--- config.mk ---
export PLATFORM = sky130hd
export DESIGN_NAME = axis_vlan_inserter
export DESIGN_NICKNAME = d
export VERILOG_FILES = /design/src/rtl/tsn_axis_pkg.sv /design/src/rtl/eth_type_classify.sv /design/src/rtl/axis_vlan_inserter.sv
export SDC_FILE = /design/constraint.sdc
export NUM_CORES = 1
export LEC_CHECK = 0
export BUFFER_PORTS_ARGS = -buffer_cell sky130_fd_sc_hd__buf_2
export CELL_PAD_IN_SITES_DETAIL_PLACEMENT = 1
export CELL_PAD_IN_SITES_GLOBAL_PLACEMENT = 1
export CORE_AREA = 3 3 246 248
export CTS_BUF_LIST = sky130_fd_sc_hd__clkbuf_8
export DETAILED_ROUTE_END_ITERATION = 10
export DIE_AREA = 0 0 249 251
export PLACE_DENSITY_LB_ADDON = 0.15
export SLEW_MARGIN = 10
export SYNTH_ARGS = -nofsm -noshare
export SYNTH_HDL_FRONTEND = slang
export SYNTH_SLANG_ARGS = --single-unit
--- constraint.sdc ---
create_clock -name axis_aclk -period 2.67 [get_ports axis_aclk]
set_clock_uncertainty 0.2 [all_clocks]
set_input_delay 0.1335 -clock axis_aclk [delete_from_list [all_inputs] [get_ports axis_aclk]]
set_output_delay 0.1335 -clock axis_aclk [all_outputs]
set_load 0.05 [all_outputs]
--- src/rtl/tsn_axis_pkg.sv ---
// Shared definitions for the TSN AXI-Stream datapath: EtherTypes, traffic classes and beat payload.
package tsn_axis_pkg;

    localparam int unsigned AXIS_DATA_W = 256;
    localparam int unsigned AXIS_KEEP_W = AXIS_DATA_W / 8;

    localparam logic [15:0] ETH_TYPE_CRITICAL = 16'h66ab;
    localparam logic [15:0] ETH_TYPE_PTP      = 16'h88f7;
    localparam logic [15:0] ETH_TYPE_VLAN     = 16'h8100;

    localparam logic [1:0] FRAME_TYPE_CRITICAL = 2'd0;
    localparam logic [1:0] FRAME_TYPE_PTP      = 2'd1;
    localparam logic [1:0] FRAME_TYPE_IT       = 2'd2;

    typedef enum logic [1:0] {
        ST_IDLE  = 2'd0,
        ST_SHIFT = 2'd1,
        ST_PASS  = 2'd2,
        ST_TAIL  = 2'd3
    } vlan_ins_state_t;

    typedef struct packed {
        logic [AXIS_DATA_W-1:0] tdata;
        logic [AXIS_KEEP_W-1:0] tkeep;
        logic                   tlast;
    } axis_beat_t;

    // EtherType sits in bytes 12 (MSB) and 13 (LSB) of the first beat.
    function automatic logic [15:0] eth_type_of(input logic [AXIS_DATA_W-1:0] data);
        return {data[103:96], data[111:104]};
    endfunction

endpackage

--- src/rtl/eth_type_classify.sv ---
// Maps an EtherType to its traffic class and the PCP that class is tagged with.
module eth_type_classify
    import tsn_axis_pkg::*;
#(
    parameter logic [2:0] PCP_CRITICAL = 3'd7,
    parameter logic [2:0] PCP_PTP      = 3'd6,
    parameter logic [2:0] PCP_IT       = 3'd0
) (
    input  logic [15:0] eth_type,
    output logic [1:0]  frame_type_c,
    output logic [2:0]  pcp_c
);

    always_comb begin
        frame_type_c = FRAME_TYPE_IT;
        pcp_c        = PCP_IT;
        if (eth_type == ETH_TYPE_CRITICAL) begin
            frame_type_c = FRAME_TYPE_CRITICAL;
            pcp_c        = PCP_CRITICAL;
        end else if (eth_type == ETH_TYPE_PTP) begin
            frame_type_c = FRAME_TYPE_PTP;
            pcp_c        = PCP_PTP;
        end
    end

endmodule

--- src/rtl/axis_vlan_inserter.sv ---
// Egress 802.1Q tagger: inserts a class-dependent VLAN tag after the MAC addresses and
// realigns the rest of the frame by 4 bytes, with a single registered output stage.
module axis_vlan_inserter
    import tsn_axis_pkg::*;
#(
    parameter logic [2:0] PCP_CRITICAL = 3'd7,
    parameter logic [2:0] PCP_PTP      = 3'd6,
    parameter logic [2:0] PCP_IT       = 3'd0
) (
    input  logic         axis_aclk,
    input  logic         rst,
    input  logic         cfg_enable,
    input  logic [11:0]  cfg_vid,
    input  logic [255:0] s_axis_tdata,
    input  logic [31:0]  s_axis_tkeep,
    input  logic         s_axis_tvalid,
    input  logic         s_axis_tlast,
    output logic         s_axis_tready,
    output logic [255:0] m_axis_tdata,
    output logic [31:0]  m_axis_tkeep,
    output logic         m_axis_tvalid,
    output logic         m_axis_tlast,
    input  logic         m_axis_tready,
    output logic [1:0]   frame_type,
    output logic [31:0]  tagged_count
);

    vlan_ins_state_t state_q, state_d;
    axis_beat_t      beat_q, beat_d;
    logic            valid_q, valid_d;
    logic [31:0]     carry_q, carry_d;
    logic [3:0]      ckeep_q, ckeep_d;
    logic [1:0]      ftype_q, ftype_d;
    logic [31:0]     count_q, count_d;

    logic [15:0] eth_type_c;
    logic [1:0]  class_type_c;
    logic [2:0]  class_pcp_c;
    logic [15:0] tci_c;
    logic        tag_c;
    logic        out_free_c;
    logic        accept_c;
    logic        realign_c;

    assign eth_type_c = eth_type_of(s_axis_tdata);

    eth_type_classify #(
        .PCP_CRITICAL (PCP_CRITICAL),
        .PCP_PTP      (PCP_PTP),
        .PCP_IT       (PCP_IT)
    ) u_classify (
        .eth_type     (eth_type_c),
        .frame_type_c (class_type_c),
        .pcp_c        (class_pcp_c)
    );

    assign tci_c      = {class_pcp_c, 1'b0, cfg_vid};
    assign tag_c      = cfg_enable && s_axis_tkeep[13] && (eth_type_c != ETH_TYPE_VLAN);
    assign out_free_c = !valid_q || m_axis_tready;

    assign s_axis_tready = out_free_c && (state_q != ST_TAIL);
    assign accept_c      = s_axis_tvalid && s_axis_tready;

    // Next-state and next-output computation for every register.
    always_comb begin
        state_d   = state_q;
        beat_d    = beat_q;
        valid_d   = valid_q && !m_axis_tready;
        carry_d   = carry_q;
        ckeep_d   = ckeep_q;
        ftype_d   = ftype_q;
        count_d   = count_q;
        realign_c = 1'b0;

        case (state_q)
            ST_IDLE: begin
                if (accept_c) begin
                    valid_d = 1'b1;
                    ftype_d = class_type_c;
                    if (tag_c) begin
                        beat_d.tdata = {s_axis_tdata[223:96], tci_c[7:0], tci_c[15:8],
                                        8'h00, 8'h81, s_axis_tdata[95:0]};
                        beat_d.tkeep = {s_axis_tkeep[27:12], 4'hF, s_axis_tkeep[11:0]};
                        count_d      = count_q + 32'd1;
                        realign_c    = 1'b1;
                    end else begin
                        beat_d.tdata = s_axis_tdata;
                        beat_d.tkeep = s_axis_tkeep;
                        beat_d.tlast = s_axis_tlast;
                        state_d      = s_axis_tlast ? ST_IDLE : ST_PASS;
                    end
                end
            end
            ST_SHIFT: begin
                if (accept_c) begin
                    valid_d      = 1'b1;
                    beat_d.tdata = {s_axis_tdata[223:0], carry_q};
                    beat_d.tkeep = {s_axis_tkeep[27:0], ckeep_q};
                    realign_c    = 1'b1;
                end
            end
            ST_PASS: begin
                if (accept_c) begin
                    valid_d      = 1'b1;
                    beat_d.tdata = s_axis_tdata;
                    beat_d.tkeep = s_axis_tkeep;
                    beat_d.tlast = s_axis_tlast;
                    if (s_axis_tlast) begin
                        state_d = ST_IDLE;
                    end
                end
            end
            ST_TAIL: begin
                if (out_free_c) begin
                    valid_d      = 1'b1;
                    beat_d.tdata = {224'b0, carry_q};
                    beat_d.tkeep = {28'b0, ckeep_q};
                    beat_d.tlast = 1'b1;
                    state_d      = ST_IDLE;
                end
            end
            default: state_d = ST_IDLE;
        endcase

        // Tagged beats push their top 4 bytes into the next beat; a tail beat is needed
        // only when those bytes are live on the last input beat.
        if (realign_c) begin
            carry_d = s_axis_tdata[255:224];
            ckeep_d = s_axis_tkeep[31:28];
            if (!s_axis_tlast) begin
                beat_d.tlast = 1'b0;
                state_d      = ST_SHIFT;
            end else if (s_axis_tkeep[28]) begin
                beat_d.tlast = 1'b0;
                state_d      = ST_TAIL;
            end else begin
                beat_d.tlast = 1'b1;
                state_d      = ST_IDLE;
            end
        end
    end

    always_ff @(posedge axis_aclk) begin
        if (rst) begin
            state_q <= ST_IDLE;
            beat_q  <= '0;
            valid_q <= 1'b0;
            carry_q <= '0;
            ckeep_q <= '0;
            ftype_q <= FRAME_TYPE_IT;
            count_q <= '0;
        end else begin
            state_q <= state_d;
            beat_q  <= beat_d;
            valid_q <= valid_d;
            carry_q <= carry_d;
            ckeep_q <= ckeep_d;
            ftype_q <= ftype_d;
            count_q <= count_d;
        end
    end

    assign m_axis_tdata  = beat_q.tdata;
    assign m_axis_tkeep  = beat_q.tkeep;
    assign m_axis_tlast  = beat_q.tlast;
    assign m_axis_tvalid = valid_q;
    assign frame_type    = ftype_q;
    assign tagged_count  = count_q;

endmodule

# After elaboration in Yosys (flattened, before gate mapping)
# Index checks and enable logic that the tools add are counted.
[word_totals]
register_bits = 362
wordCells = 74
in_bits = 306
output_inout_bits = 325
rom_bits = 0
mem_count = 0
latch_bits = 0
ram_bits = 0
[classes]
order_cmp = 0
n_bitwise = 0
n_mux = 32
shifts = 0
n_reduce_logical = 16
n_mul = 0
n_eq_ne = 16
add_sub_neg = 1
div = 0
[ops]
columns = ["op", "count"]
rows = [
  ["$pmux W288 S4", 1],
  ["$mux W289", 3],
  ["$mux W288", 2],
  ["$add A32 B1 Y32 const B", 1],
  ["$mux W2", 11],
  ["$eq A16 B15 Y1 const B", 1],
  ["$eq A16 B16 Y1 const B", 1],
  ["$ne A16 B16 Y1 const B", 1],
  ["$ne A3 B3 Y1 const B", 5],
  ["$ne A2 B2 Y1 const B", 5],
  ["$mux W1", 9],
  ["$mux W3", 2],
  ["$pmux W2 S3", 1],
  ["$reduce_and A6 Y1", 1],
  ["$logic_and A1 B1 Y1", 5],
  ["$reduce_and A5 Y1", 1],
  ["$eq A2 B2 Y1 const B", 2],
  ["$pmux W1 S2", 2],
  ["$reduce_and A4 Y1", 1],
  ["$reduce_bool A4 Y1", 1],
  ["$pmux W1 S3", 1],
  ["$reduce_and A3 Y1", 1],
  ["$reduce_or A3 Y1", 1],
  ["$eq A2 B1 Y1 const B", 1],
  ["4 further kinds", 5],
]

# Logic depth before layout (Yosys ltp)
# Gate-level depths: netlist of run 1.
[depth]
depth_word = 8
mapped_depth = 9
ltp_nobuf = 5

# By module
# From an unflattened synthesis of run 1, not the netlist that was laid out.
[hier_totals]
hier_cells = 1875
area_unflattened_um2 = 15593.7
[modules_own_cells]
columns = ["module", "instances", "area_each_um2", "cells_per_inst", "seq_area_each_um2"]
rows = [
  ["axis_vlan_inserter", 1, 15481.1, 1862, 7247.0],
  ["eth_type_classify", 1, 112.6, 13, 0.0],
]

# Worst setup path after synthesis of run 1
# No wires, ideal clock.
[synth_path]
kind = "register -> register"
startpoint = "register count_q[8], in the netlist tagged_count[8]"
endpoint = "register count_q[17], in the netlist tagged_count[17]"
path_stages_with_launch = 6
n_path_buf = 0
period_less_slack_ns = 2.367
path_slack_ns = 0.303
arrival_ns = 2.044
t_required_ns = 2.347
setup_time_ns = 0.123
path_cell_list = "dfxtp_1 -> and4_1 -> nand3_1 -> a2111oi_4 -> nand4_1 -> mux2_1"
[synth_via]
elab_chain_len = 1
[synth_lines]
columns = ["item", "line_no", "source"]
rows = [
  ["start: declaration", "axis_vlan_inserter.sv:34", "logic [31:0] count_q, count_d;"],
  ["start signal: assignment", "axis_vlan_inserter.sv:159", "count_q <= count_d;"],
  ["$add A32 B1 Y32", "axis_vlan_inserter.sv:84", "count_d = count_q + 32'd1;"],
]
# Every way passes these cells.
# A chain may end at the register's enable or synchronous reset.

# Final worst setup path of run 1
[layout_path]
startpoint = "input port s_axis_tdata[103]"
endpoint = "register carry_q[31]"
[layout_via]
elab_chain_len = 5
[layout_lines]
columns = ["item", "line_no", "source"]
rows = [
  ["start: declaration", "axis_vlan_inserter.sv:14", "input logic [255:0] s_axis_tdata,"],
  ["$ne A16 B16 Y1", "axis_vlan_inserter.sv:58", "assign tag_c = cfg_enable && s_axis_tkeep[13] && (eth_type_c != ETH_TYPE_VLAN);"],
  ["$logic_and A1 B1 Y1", "axis_vlan_inserter.sv:58", ""],
  ["$mux W1", "axis_vlan_inserter.sv:80", "if (tag_c) begin"],
  ["$mux W1", "axis_vlan_inserter.sv:77", "if (accept_c) begin"],
  ["$pmux W1 S2", "axis_vlan_inserter.sv:75", "case (state_q)"],
  ["end signal: assignment", "axis_vlan_inserter.sv:156", "carry_q <= carry_d;"],
  ["end: declaration", "axis_vlan_inserter.sv:31", "logic [31:0] carry_q, carry_d;"],
]
# Every way passes these cells.

==> impl_metrics.py, run 1 <==
metrics = {
    "outcome": {
        "outcome": "complete, no violations",
    },
    "cells_and_area": {
        "layout.core_utilization_pct": 42.4,
        "area_growth_pct": 59.6,
        "design.final.nets": 2987,
        "design_area_mm2": 0.0249,
        "final_layout_size_suffix_gt1_share_pct": 30.7,
    },
    "clocking": {
        "clock_path_buffers": 3,
        "clkTransAtPathRegs_ps": 60,
        "cts-buffers-inserted": 70,
        "cts.sink_count": 362,
        "clkLatencyLatePin_ps": 620,
        "tritoncts": "yes",
        "cts-htree-levels": 3,
        "clk_root_buffer_cell": "sky130_fd_sc_hd__clkbuf_8",
    },
    "detailed_routing": {
        "post-route-drc-count": 0,
        "drtPass1Iterations": 5,
        "via_count": 18900,
        "number_of_nets_with_antenna_violations_after_routing": 0,
        "routed_wire_length_per_instance_um": 26.6,
        "route.detailed.vias_per_inst": 5.38,
        "drt_wl_total_mm": 93.2,
        "drt_iter0_drc": 1220,
    },
    "yosys": {
        "postSynthAreaPerCell_um2": 9.09,
        "ys_top_cells_by_area": "sky130_fd_sc_hd__dfxtp_1 (46%), sky130_fd_sc_hd__a211oi_1 (8.6%), sky130_fd_sc_hd__nor2_1 (8.3%)",
        "postSynthNetCount": 2024,
        "synth_seq_cells": 362,
        "synth_top_cell_area_share_pct": 46.5,
        "synthArstFlopShare_pct": 0,
        "ys_dominant_reg_cell": "sky130_fd_sc_hd__dfxtp_1",
        "synth_enable_flop_cells": 0,
        "synth_top_area_cell": "sky130_fd_sc_hd__dfxtp_1",
        "seq_area_frac_synth_pct": 46.5,
        "postSynthCellCount": 1717,
        "ys_types": 56,
        "synthesis.yosys.warnings": 0,
        "synthesis.area_mm2": 0.0156,
    },
    "worst_setup_path": {
        "r2r_end": "carry_q[31]$_SDFFE_PP0P_",
        "timing.critical_path.arrival_ps": 2880,
        "critPathMaxFanout": 20,
        "worstPathRequired_ps": 2970,
        "timing.critical_path.from_type": "primary input",
        "cp-startpoint": "s_axis_tdata[103]",
        "timing.reg2reg.setup_slack_ps": 140,
        "timing_worst_setup_path_type": "primary input to flop",
        "crit-reg2reg-launch": "state_q[1]$_SDFFE_PP0P_",
        "worstSetupEndpointType": "flop",
        "worstSetupEndpoint": "carry_q[31]$_SDFFE_PP0P_",
        "timing.reg2reg.worst_path_depth": 7,
    },
    "sta": {
        "max-slew-margin-rel_pct": 33.4,
        "timing.hold.ws_ps": 111,
        "finalCritPeriodShare_pct": 96.3,
        "report.final.slew_viol_count": 0,
        "rsz_0062_raised_after_global_routing": "false",
        "fin_crit_ps": 2570,
        "clock.fmax_mhz": 389,
        "setup_viol_count_final": 0,
        "timing.final.hold_violations": 0,
        "setup_slack_ps": 98.6,
        "worstMarginPinSlew_ps": 990,
    },
    "floorplan": {
        "design.die.area_mm2": 0.0625,
        "start_util_pct": 26.6,
        "coreArea_mm2": 0.0587,
        "num_rows": 89,
        "top_level_ports": 631,
        "chipWidth_um": 249,
        "die_h_um": 251,
    },
    "power_and_ir_drop": {
        "power_switching_share_pct": 36.4,
        "total_power_uw": 15800,
        "max-vdd-ir-drop_v": 0.000316,
        "pwr_density_cell_mw_per_mm2": 633,
        "power_frac_seq_pct": 38.4,
        "combPwrFrac_pct": 27.7,
        "p_switching_uw": 5740,
        "power.clock.fraction_pct": 33.9,
        "intPower_uw": 10000,
        "leakagePower_uw": 0.0107,
    },
    "grt": {
        "initial_antenna_violation_count": 3,
        "grt_util_all_layers_pct": 28.6,
        "grt_first_pass_wirelength_mm": 135,
        "grt_max_degree": 120,
        "grt_overflow": 0,
        "grt_pass1_vias": 19700,
    },
    "hold_path": {
        "timing.hold.worst.class": "primary input to flop",
    },
    "place": {
        "dpl.hpwl_mm": 67.1,
        "placedInstanceArea_mm2": 0.0198,
        "gp_routability_congestion": 0.906,
        "port_buffers": 630,
        "post-place-ws_ps": -182,
    },
    "job": {
        "max_cap_viol_count": 0,
    },
}
## timing repair
action | CTS | global route
endpoints found under the hold margin | 356 | 0
setup endpoints to repair | 0 | 47
gates resized for setup | 0 | 4
hold buffers | 365 | 0
setup buffers | 0 | 7
## routing by layer
layer | up-vias | part of all wire (%) | global-route usage, % | wire length (um)
met3 | 191 | 6.5 | 6.50 | 6050
met1 | 9379 | 42 | 34.9 | 38800
met5 | - | 0 | 0 | 0
met4 | 0 | 4.4 | 12.5 | 4110
li1 | 8530 | - | - | -
met2 | 775 | 47 | 48.3 | 44300
## synth_stat cells, types with 3 or more instances
| library cell | count |
|---|---|
| sky130_fd_sc_hd__dfxtp_1 | 362 |
| sky130_fd_sc_hd__nor2_1 | 347 |
| sky130_fd_sc_hd__a211oi_1 | 179 |
| sky130_fd_sc_hd__a32oi_1 | 129 |
| sky130_fd_sc_hd__clkbuf_1 | 126 |
| sky130_fd_sc_hd__a221oi_1 | 115 |
| sky130_fd_sc_hd__nor3_1 | 107 |
| sky130_fd_sc_hd__mux2i_1 | 75 |
| sky130_fd_sc_hd__buf_2 | 40 |
| sky130_fd_sc_hd__nand2_1 | 28 |
| sky130_fd_sc_hd__a21oi_1 | 24 |
| sky130_fd_sc_hd__nand3_1 | 15 |
| sky130_fd_sc_hd__nor2b_1 | 13 |
| sky130_fd_sc_hd__or4_1 | 13 |
| sky130_fd_sc_hd__o31ai_1 | 12 |
| sky130_fd_sc_hd__buf_1 | 10 |
| sky130_fd_sc_hd__buf_6 | 9 |
| sky130_fd_sc_hd__nand4_1 | 8 |
| sky130_fd_sc_hd__o21ai_0 | 7 |
| sky130_fd_sc_hd__buf_4 | 6 |
| sky130_fd_sc_hd__nand2b_1 | 6 |
| sky130_fd_sc_hd__o22ai_1 | 6 |
| sky130_fd_sc_hd__a221o_1 | 5 |
| sky130_fd_sc_hd__and2_1 | 5 |
| sky130_fd_sc_hd__and3_1 | 5 |
| sky130_fd_sc_hd__and4_1 | 5 |
| sky130_fd_sc_hd__or3_1 | 5 |
| sky130_fd_sc_hd__inv_1 | 4 |
| sky130_fd_sc_hd__mux2_1 | 4 |
| sky130_fd_sc_hd__mux2_2 | 4 |
| sky130_fd_sc_hd__a22oi_1 | 3 |
| sky130_fd_sc_hd__nor4_1 | 3 |
| sky130_fd_sc_hd__o2111ai_1 | 3 |
| sky130_fd_sc_hd__o211ai_1 | 3 |
| sky130_fd_sc_hd__xor2_1 | 3 |
## worst max-delay path, cell delays in order
cell and delay (ps):
sky130_fd_sc_hd__dlygate4sd3_1 530, sky130_fd_sc_hd__buf_2 210, sky130_fd_sc_hd__nor4b_2 430, sky130_fd_sc_hd__and2_1 240
sky130_fd_sc_hd__buf_4 180, sky130_fd_sc_hd__a31oi_4 110, sky130_fd_sc_hd__buf_12 200, sky130_fd_sc_hd__mux2i_1 170
sky130_fd_sc_hd__nor2_1 50, sky130_fd_sc_hd__dlygate4sd3_1 590
## cells in the final DEF (no fill, tap or decap), types with 4 or more instances in the layout
cell,Yosys,routed
sky130_fd_sc_hd__a211oi_1,179,179
sky130_fd_sc_hd__nand3_1,15,14
sky130_fd_sc_hd__nor2b_1,13,12
sky130_fd_sc_hd__and2_1,5,4
sky130_fd_sc_hd__or4_1,13,13
sky130_fd_sc_hd__mux2_1,4,4
sky130_fd_sc_hd__o21ai_0,7,7
sky130_fd_sc_hd__nor2_1,347,347
sky130_fd_sc_hd__mux2i_1,75,75
sky130_fd_sc_hd__and4_1,5,5
sky130_fd_sc_hd__o22ai_1,6,6
sky130_fd_sc_hd__buf_4,6,62
sky130_fd_sc_hd__and3_1,5,5
sky130_fd_sc_hd__clkbuf_8,0,83
sky130_fd_sc_hd__nor3_1,107,107
sky130_fd_sc_hd__o31ai_1,12,12
sky130_fd_sc_hd__a221oi_1,115,114
sky130_fd_sc_hd__dlygate4sd3_1,0,365
sky130_fd_sc_hd__diode_2,0,5
sky130_fd_sc_hd__dfxtp_1,362,361
sky130_fd_sc_hd__mux2_2,4,4
sky130_fd_sc_hd__a21oi_1,24,24
sky130_fd_sc_hd__buf_2,40,629
sky130_fd_sc_hd__a221o_1,5,5
sky130_fd_sc_hd__inv_1,4,34
sky130_fd_sc_hd__clkinv_2,0,6
sky130_fd_sc_hd__buf_12,0,24
sky130_fd_sc_hd__nand2_1,28,28
sky130_fd_sc_hd__a32oi_1,129,129
sky130_fd_sc_hd__or3_1,5,5
sky130_fd_sc_hd__nand4_1,8,8
sky130_fd_sc_hd__nand2b_1,6,5
## worst min-delay path by stage
stage	start	slack [ps]	depth (start not counted)	endpoint
floorplan	s_axis_tkeep[28]	40	1	m_axis_tlast$_SDFFE_PP0P_
global placement	s_axis_tkeep[30]	210	3	ckeep_q[2]$_SDFFE_PP0P_
detailed placement	s_axis_tdata[121]	230	3	m_axis_tdata[121]$_SDFFE_PP0P_
CTS	s_axis_tdata[105]	40	7	tagged_count[1]$_SDFFE_PP0P_
global route	s_axis_tkeep[30]	140	4	ckeep_q[2]$_SDFFE_PP0P_
finish	s_axis_tdata[105]	110	7	tagged_count[1]$_SDFFE_PP0P_
## sequential cells by signal, indices dropped and copies added, names as in the netlist
name,count
m_axis_tvalid,1
frame_type,2
ckeep_q,4
m_axis_tlast,1
m_axis_tdata,256
carry_q,32
state_q,2
m_axis_tkeep,32
tagged_count,32
## stage by stage
step / cells / setup TNS, ps
after floorplan: 1717 / 0
after global placement: 3008 / -1770
after detailed placement: 3008 / -10360
after CTS: 3494 / 0
after global routing: 3504 / 0
final: 3507 / 0
## kinds of logic (layout without fill, tap and decap cells)
logic type               count (synthesis)  count (layout)  synth area share (%)
buffers and inverters                  197            1209                  5.64
flip-flops                             362             362                  46.5
XOR/XNOR                                 5               5                 0.281
other                                    0               5                     0
multiplexers                            83              83                  5.39
AO/OA/AOI/OAI                          498             498                  25.7
AND/OR/NAND/NOR                        571             571                  16.5
adder cells (fa/ha/maj)                  1               1                0.0802
## final cells by class
cell class                 count  area, um^2
fill                        6907       33800
multi-input combinational   1158        7560
sequential                   362        7250
timing repair buffer        1082        7790
antenna                        5        12.5
tap                          773         967
clock inverter                38         163
inverter                       6        23.8
clock buffer                  83        1140
## power groups by stage
stage / clock [uW] / sequential, uW / combinational (uW)
finish: 5350 / 6050 / 4370
global route: 5770 / 6090 / 4600
CTS: 5530 / 6040 / 4320
detailed placement: 0 / 6160 / 3870
global placement: 0 / 6140 / 3830
floorplan: 0 / 7430 / 1130
No activity file was read; power rests on OpenSTA's default activity.
==> run 2, diff against run 1 <==
--- a/config.mk
+++ b/config.mk
@@ -8,10 +8,10 @@
 export BUFFER_PORTS_ARGS = -buffer_cell sky130_fd_sc_hd__buf_2
 export CELL_PAD_IN_SITES_DETAIL_PLACEMENT = 1
 export CELL_PAD_IN_SITES_GLOBAL_PLACEMENT = 1
-export CORE_AREA = 3 3 246 248
+export CORE_AREA = 3 3 243 245
 export CTS_BUF_LIST = sky130_fd_sc_hd__clkbuf_8
 export DETAILED_ROUTE_END_ITERATION = 10
-export DIE_AREA = 0 0 249 251
+export DIE_AREA = 0 0 246 248
 export PLACE_DENSITY_LB_ADDON = 0.15
 export SLEW_MARGIN = 10
 export SYNTH_ARGS = -nofsm -noshare
==> constraint.sdc (replaced) <==
create_clock -name axis_aclk -period 3 [get_ports axis_aclk]
set_clock_uncertainty 0.2 [all_clocks]
set_input_delay 0.15 -clock axis_aclk [delete_from_list [all_inputs] [get_ports axis_aclk]]
set_output_delay 0.15 -clock axis_aclk [all_outputs]
set_load 0.05 [all_outputs]
==> run 2 against run 1 <==
Combinational power decreased by 9.4%. Sequential power shrank 11%. Design area up 0.54%. Power is 10% lower. Hold slack got worse by 71 ps. Largest power group unchanged. Die area is 2.4% lower. Global-route usage is 0.27 points higher. Final cell count hardly changed. Register-to-register slack improved by 50 ps. First-iteration DRC count fell by 4.5%. Core utilization grew 1.2 points. Routed wire length down 0.81%.
==> impl_metrics.py, run 2 (synthesized netlist as in run 1, its figures left out) <==
metrics = {
    "detailed_routing": {
        "drt_wl_total_mm": 92.5,
        "routed_wire_length_per_instance_um": 26.4,
        "post-route-drc-count": 0,
        "route.detailed.vias_per_inst": 5.41,
        "via_count": 19000,
        "drtPass1Iterations": 5,
        "number_of_nets_with_antenna_violations_after_routing": 0,
        "drt_iter0_drc": 1165,
    },
    "sta": {
        "fin_setup_tns_ps": 0,
        "setup_viol_count_final": 0,
        "rsz_0062_raised_after_global_routing": "false",
        "max-slew-margin-rel_pct": 32.1,
        "worstMarginPinSlew_ps": 1020,
        "clock.fmax_mhz": 354,
        "timing.hold.ws_ps": 39.9,
        "finalCritPeriodShare_pct": 94.1,
        "timing.final.hold_violations": 0,
        "report.final.slew_viol_count": 0,
        "fin_crit_ps": 2820,
    },
    "worst_setup_path": {
        "path_cells": "dlygate4sd3_1 -> buf_2 -> nor3_1 -> and2_2 -> a31o_4 -> buf_12 -> buf_12 -> a32oi_1 -> dlygate4sd3_1 -> a211oi_1",
        "timing.critical_path.from_type": "primary input",
        "timing.critical_path.slowest_stage_cell": "sky130_fd_sc_hd__dlygate4sd3_1",
        "timing_worst_setup_path_type": "primary input to flop",
        "critPathMaxFanout": 32,
        "worstPathRequired_ps": 3330,
        "worstSetupEndpointType": "flop",
        "timing.critical_path.arrival_ps": 3150,
        "cp_slowest_stage_delay_ps": 580,
        "critPathBufInv": 5,
        "critPathTopFamily": "buffers and inverters",
    },
    "cells_and_area": {
        "final_layout_size_suffix_gt1_share_pct": 29.7,
        "area_growth_pct": 60.5,
        "layout_commonest_cell": "sky130_fd_sc_hd__buf_2",
        "layout.core_utilization_pct": 43.6,
        "largest_reg_flops": 256,
        "design.final.nets": 2996,
        "layout.cells.most_common_list": "sky130_fd_sc_hd__buf_2 (629), sky130_fd_sc_hd__dlygate4sd3_1 (402), sky130_fd_sc_hd__dfxtp_1 (361), sky130_fd_sc_hd__nor2_1 (347), sky130_fd_sc_hd__a211oi_1 (179)",
        "layout.filler_cells": 6754,
    },
    "clocking": {
        "clk_root_buffer_cell": "sky130_fd_sc_hd__clkbuf_8",
        "tritoncts": "yes",
        "cts-buffers-inserted": 68,
        "clkLatencyLatePin_ps": 630,
        "cts_setup_buffers": 0,
        "cts-htree-levels": 3,
        "clkTransAtPathRegs_ps": 50,
        "cts.sink_count": 362,
        "clock_path_buffers": 3,
    },
    "place": {
        "gp_routability_congestion": 0.877,
        "port_buffers": 630,
        "dpl.hpwl_mm": 66.3,
    },
    "grt": {
        "grt_overflow": 0,
        "grt_max_degree": 109,
        "grt_pass1_vias": 19300,
        "grt_util_all_layers_pct": 28.9,
        "initial_antenna_violation_count": 7,
        "grt_first_pass_wirelength_mm": 130,
    },
    "floorplan": {
        "coreArea_mm2": 0.0574,
        "top_level_ports": 631,
        "design.die.area_mm2": 0.0610,
        "chipWidth_um": 246,
        "start_util_pct": 27.2,
        "die_h_um": 248,
        "num_rows": 88,
    },
    "hold_path": {
        "timing.hold.worst.class": "primary input to flop",
    },
    "power_and_ir_drop": {
        "total_power_uw": 14200,
        "max-vdd-ir-drop_v": 0.000277,
        "leakagePower_uw": 0.0107,
        "pwr_density_cell_mw_per_mm2": 567,
    },
    "job": {
        "max_cap_viol_count": 0,
    },
    "outcome": {
        "outcome": "complete, no violations",
    },
}
==> run 2: cell count changes in the layout (fill, tap and decap cells not counted), sizes merged <==
cell / previous run / this run
bufinv: 0 / 1
clkinv: 6 / 2
diode: 5 / 9
clkinvlp: 1 / 4
dlygate4sd3: 365 / 402
inv: 37 / 31
buf: 716 / 691
clkbuf: 84 / 83
==> run 2: final timing paths <==
kind	end	startpoint	cells past startpoint	slack, ps
max	m_axis_tdata[197]$_SDFFE_PP0P_	s_axis_tdata[107]	10	180
min	m_axis_tdata[110]$_SDFFE_PP0P_	s_axis_tdata[110]	4	40
max reg2reg	m_axis_tkeep[19]$_SDFFE_PP0P_	state_q[1]$_SDFFE_PP0P_	6	190
min reg2reg	m_axis_tlast$_SDFFE_PP0P_	m_axis_tlast$_SDFFE_PP0P_	2	270
==> run 2: repair_timing <==
item | CTS | global route
gates resized for setup | 0 | 3
endpoints found under the setup margin | 0 | 21
hold buffers | 402 | 0
hold endpoints to repair | 362 | 0
==> run 2: per-stage QoR <==
stage	cell area [um^2]	instances	setup slack (ps)
final	25000	3508	176
after CTS	25000	3499	149
after floorplan	15600	1717	633
after detailed placement	19700	2982	166
after global placement	19700	2982	172
after global routing	25000	3503	2.60
==> run 2: layout make-up <==
type	count	area (um^2)	share of cell area, %
Antenna cell	9	22.5	0.0900
Clock buffer	83	1140	4.56
Clock inverter	32	168	0.670
Inverter	6	23.8	0.0949
Multi-Input combinational cell	1158	7550	30.2
Sequential cell	362	7250	29.0
Tap cell	765	957	3.82
Timing Repair Buffer	1093	7920	31.6
==> run 2: power breakdown <==
group | leakage, uW | switching, uW | internal (uW)
combinational | 0.00699 | 2650 | 1320
sequential | 0.00299 | 212 | 5170
clock | 0.000753 | 2270 | 2570
total | 0.0107 | 5130 | 9060
==> run 2: worst min-delay path: cells and delay by family <==
kind | cells | cell delay, ps
and+or+nand+nor | 1 | 170
AOI/OAI and AO/OA | 1 | 100
buffers and inverters | 2 | 380
==> run 2: per-layer routing <==
metal  vias up  wire (um)  global-route usage, %
li1       8534          -                      -
met1      9385      37100                   34.3
met2       849      43200                   47.6
met3       206       7310                   7.80
met4         2       4820                   15.2
met5         -         10                      0
==> run 3, diff against run 2 <==
--- a/config.mk
+++ b/config.mk
@@ -8,10 +8,10 @@
 export BUFFER_PORTS_ARGS = -buffer_cell sky130_fd_sc_hd__buf_2
 export CELL_PAD_IN_SITES_DETAIL_PLACEMENT = 1
 export CELL_PAD_IN_SITES_GLOBAL_PLACEMENT = 1
-export CORE_AREA = 3 3 243 245
+export CORE_AREA = 3 3 246 248
 export CTS_BUF_LIST = sky130_fd_sc_hd__clkbuf_8
 export DETAILED_ROUTE_END_ITERATION = 10
-export DIE_AREA = 0 0 246 248
+export DIE_AREA = 0 0 249 251
 export PLACE_DENSITY_LB_ADDON = 0.15
 export SLEW_MARGIN = 10
 export SYNTH_ARGS = -nofsm -noshare
==> constraint.sdc (replaced) <==
create_clock -name axis_aclk -period 2.9 [get_ports axis_aclk]
set_clock_uncertainty 0.2 [all_clocks]
set_input_delay 0.145 -clock axis_aclk [delete_from_list [all_inputs] [get_ports axis_aclk]]
set_output_delay 0.145 -clock axis_aclk [all_outputs]
set_load 0.05 [all_outputs]
==> run 3 against run 2 <==
Sequential power rose by 4%. Non-clock buffer count fell by 3. Combinational power rose by 3%. Global-route usage fell by 0.54 points. Design area rose by 0.49%. Core utilization fell by 0.77 points. Register-to-register slack got worse by 80 ps. Final cell count rose by 0.40%. Die area rose by 2.4%. Worst setup slack got worse by 98 ps. Via count fell by 1.1%. Critical path depth fell by 1. Critical path type unchanged. Critical endpoint is now m_axis_tdata[232]$_SDFFE_PP0P_. Largest power group unchanged.
==> impl_metrics.py, run 3 (synthesized netlist as in run 1, its figures left out) <==
metrics = {
    "floorplan": {
        "start_util_pct": 26.6,
        "top_level_ports": 631,
        "coreArea_mm2": 0.0587,
        "design.die.area_mm2": 0.0625,
        "num_rows": 89,
        "die_h_um": 251,
        "chipWidth_um": 249,
    },
    "hold_path": {
        "timing.hold.worst.class": "primary input to flop",
        "worstHoldStart": "s_axis_tdata[101]",
    },
    "power_and_ir_drop": {
        "pwr_density_cell_mw_per_mm2": 594,
        "max-vdd-ir-drop_v": 0.000304,
        "leakagePower_uw": 0.0108,
        "total_power_uw": 14900,
    },
    "cells_and_area": {
        "final_layout_size_suffix_gt1_share_pct": 30.2,
        "layout_commonest_cell": "sky130_fd_sc_hd__buf_2",
        "design.final.nets": 2999,
        "layout.cells.most_common_list": "sky130_fd_sc_hd__buf_2 (629), sky130_fd_sc_hd__dlygate4sd3_1 (396), sky130_fd_sc_hd__dfxtp_1 (360), sky130_fd_sc_hd__nor2_1 (347), sky130_fd_sc_hd__a211oi_1 (179)",
        "largest_reg_flops": 256,
        "area_growth_pct": 61.3,
        "layout.core_utilization_pct": 42.9,
    },
    "sta": {
        "rsz_0062_raised_after_global_routing": "false",
        "timing.final.hold_violations": 0,
        "setup_viol_count_final": 0,
        "setup_slack_ps": 78.4,
        "worstMarginPinSlew_ps": 1060,
        "report.final.slew_viol_count": 0,
        "finalCritPeriodShare_pct": 97.3,
        "clock.fmax_mhz": 354,
        "fin_crit_ps": 2820,
        "max-slew-margin-rel_pct": 29.5,
        "fin_setup_tns_ps": 0,
    },
    "detailed_routing": {
        "wl_met2_mm": 44.3,
        "route.detailed.vias_per_inst": 5.33,
        "drtPass1Iterations": 5,
        "post-route-drc-count": 0,
        "drt_wl_total_mm": 93.3,
        "routed_wire_length_per_instance_um": 26.5,
        "number_of_nets_with_antenna_violations_after_routing": 0,
        "via_count": 18800,
        "drt_iter0_drc": 1331,
        "top_signal_layer_used": "met5",
        "detail_route.wirelength.met1_mm": 38.8,
        "met3RoutedLength_mm": 6.27,
    },
    "clocking": {
        "cts-buffers-inserted": 73,
        "tritoncts": "yes",
        "cts.sink_count": 362,
        "clock_path_buffers": 3,
        "clkTransAtPathRegs_ps": 60,
        "clk_root_buffer_cell": "sky130_fd_sc_hd__clkbuf_8",
        "cts-htree-levels": 3,
        "clkLatencyLatePin_ps": 640,
    },
    "grt": {
        "initial_antenna_violation_count": 8,
        "grt_max_degree": 139,
        "grt_util_all_layers_pct": 28.3,
        "grt_first_pass_wirelength_mm": 134,
        "grt_overflow": 0,
        "grt_pass1_vias": 19600,
    },
    "place": {
        "post-place-ws_ps": -119,
        "dpl.hpwl_mm": 65.6,
        "port_buffers": 630,
        "gp_routability_congestion": 0.887,
    },
    "worst_setup_path": {
        "crit-reg2reg-launch": "state_q[1]$_SDFFE_PP0P_",
        "cp-startpoint": "s_axis_tdata[99]",
        "timing.reg2reg.worst_path_depth": 8,
        "timing.critical_path.from_type": "primary input",
        "worstPathRequired_ps": 3240,
        "timing.reg2reg.setup_slack_ps": 110,
        "worstSetupEndpoint": "m_axis_tdata[232]$_SDFFE_PP0P_",
        "worstSetupEndpointType": "flop",
        "timing_worst_setup_path_type": "primary input to flop",
        "critPathMaxFanout": 45,
        "timing.critical_path.arrival_ps": 3160,
        "r2r_end": "m_axis_tkeep[14]$_SDFFE_PP0P_",
    },
    "job": {
        "max_cap_viol_count": 0,
    },
    "outcome": {
        "outcome": "complete, no violations",
    },
}
==> run 3: cell count changes in the layout (fill, tap and decap cells not counted), sizes merged <==
cell / change
inv: +4
clkinv: +3
dlygate4sd3: -6
nand2b: +1
buf: +2
clkinvlp: -3
bufinv: -1
clkbuf: +10
diode: -4
==> run 3: per-layer routing <==
layer / vias to the layer above / track usage, %
met2: 791 / 47.9
met4: 4 / 11.8
met1: 9240 / 34.6
met5: - / 0
met3: 188 / 6.69
li1: 8545 / -
==> run 3: timing repair <==
action / CTS / global route
gates resized for setup: 0 / 13
setup buffers: 0 / 4
endpoints found under the setup margin: 0 / 72
hold buffers: 396 / 0
endpoints found under the hold margin: 360 / 0
==> run 3: power by group <==
part	total, uW	switching (uW)	leakage [uW]	internal [uW]
sequential	5570	217	0.00299	5350
combinational	4090	2740	0.00698	1350
clock	5280	2430	0.000834	2850
==> run 3: metrics by stage <==
step           cell area, um^2  std cells  hold WS, ps
2_1_floorplan            15600       1717         56.2
3_3_place_gp             19600       2988          227
3_5_place_dp             19600       2988          232
4_1_cts                  25000       3511         38.7
5_1_grt                  25200       3521          102
6_report                 25200       3522          102
==> run 3: critical path, stage by stage <==
cell	delay [ps]
sky130_fd_sc_hd__dlygate4sd3_1	540
sky130_fd_sc_hd__buf_2	170
sky130_fd_sc_hd__nor4_4	420
sky130_fd_sc_hd__and3_4	320
sky130_fd_sc_hd__a31o_4	260
sky130_fd_sc_hd__buf_16	230
sky130_fd_sc_hd__a32oi_1	80
sky130_fd_sc_hd__dlygate4sd3_1	600
sky130_fd_sc_hd__a211oi_1	280
==> run 3: cell type report <==
class / instances / area, um^2
clock inverter: 35 / 160
timing repair buffer: 1090 / 7900
sequential: 362 / 7250
tap: 773 / 967
clock buffer: 92 / 1270
multi-input combinational: 1159 / 7580
inverter: 6 / 23.8
fill: 6817 / 33500
antenna: 5 / 12.5
==> run 3: worst min-delay path by stage <==
stage	to	depth (start not counted)
global placement	ckeep_q[2]$_SDFFE_PP0P_	3
detailed placement	ckeep_q[2]$_SDFFE_PP0P_	3
finish	frame_type[0]$_SDFFE_PP0P_	7
CTS	frame_type[1]$_SDFFE_PP1P_	6
floorplan	m_axis_tlast$_SDFFE_PP0P_	1
global route	ckeep_q[2]$_SDFFE_PP0P_	4
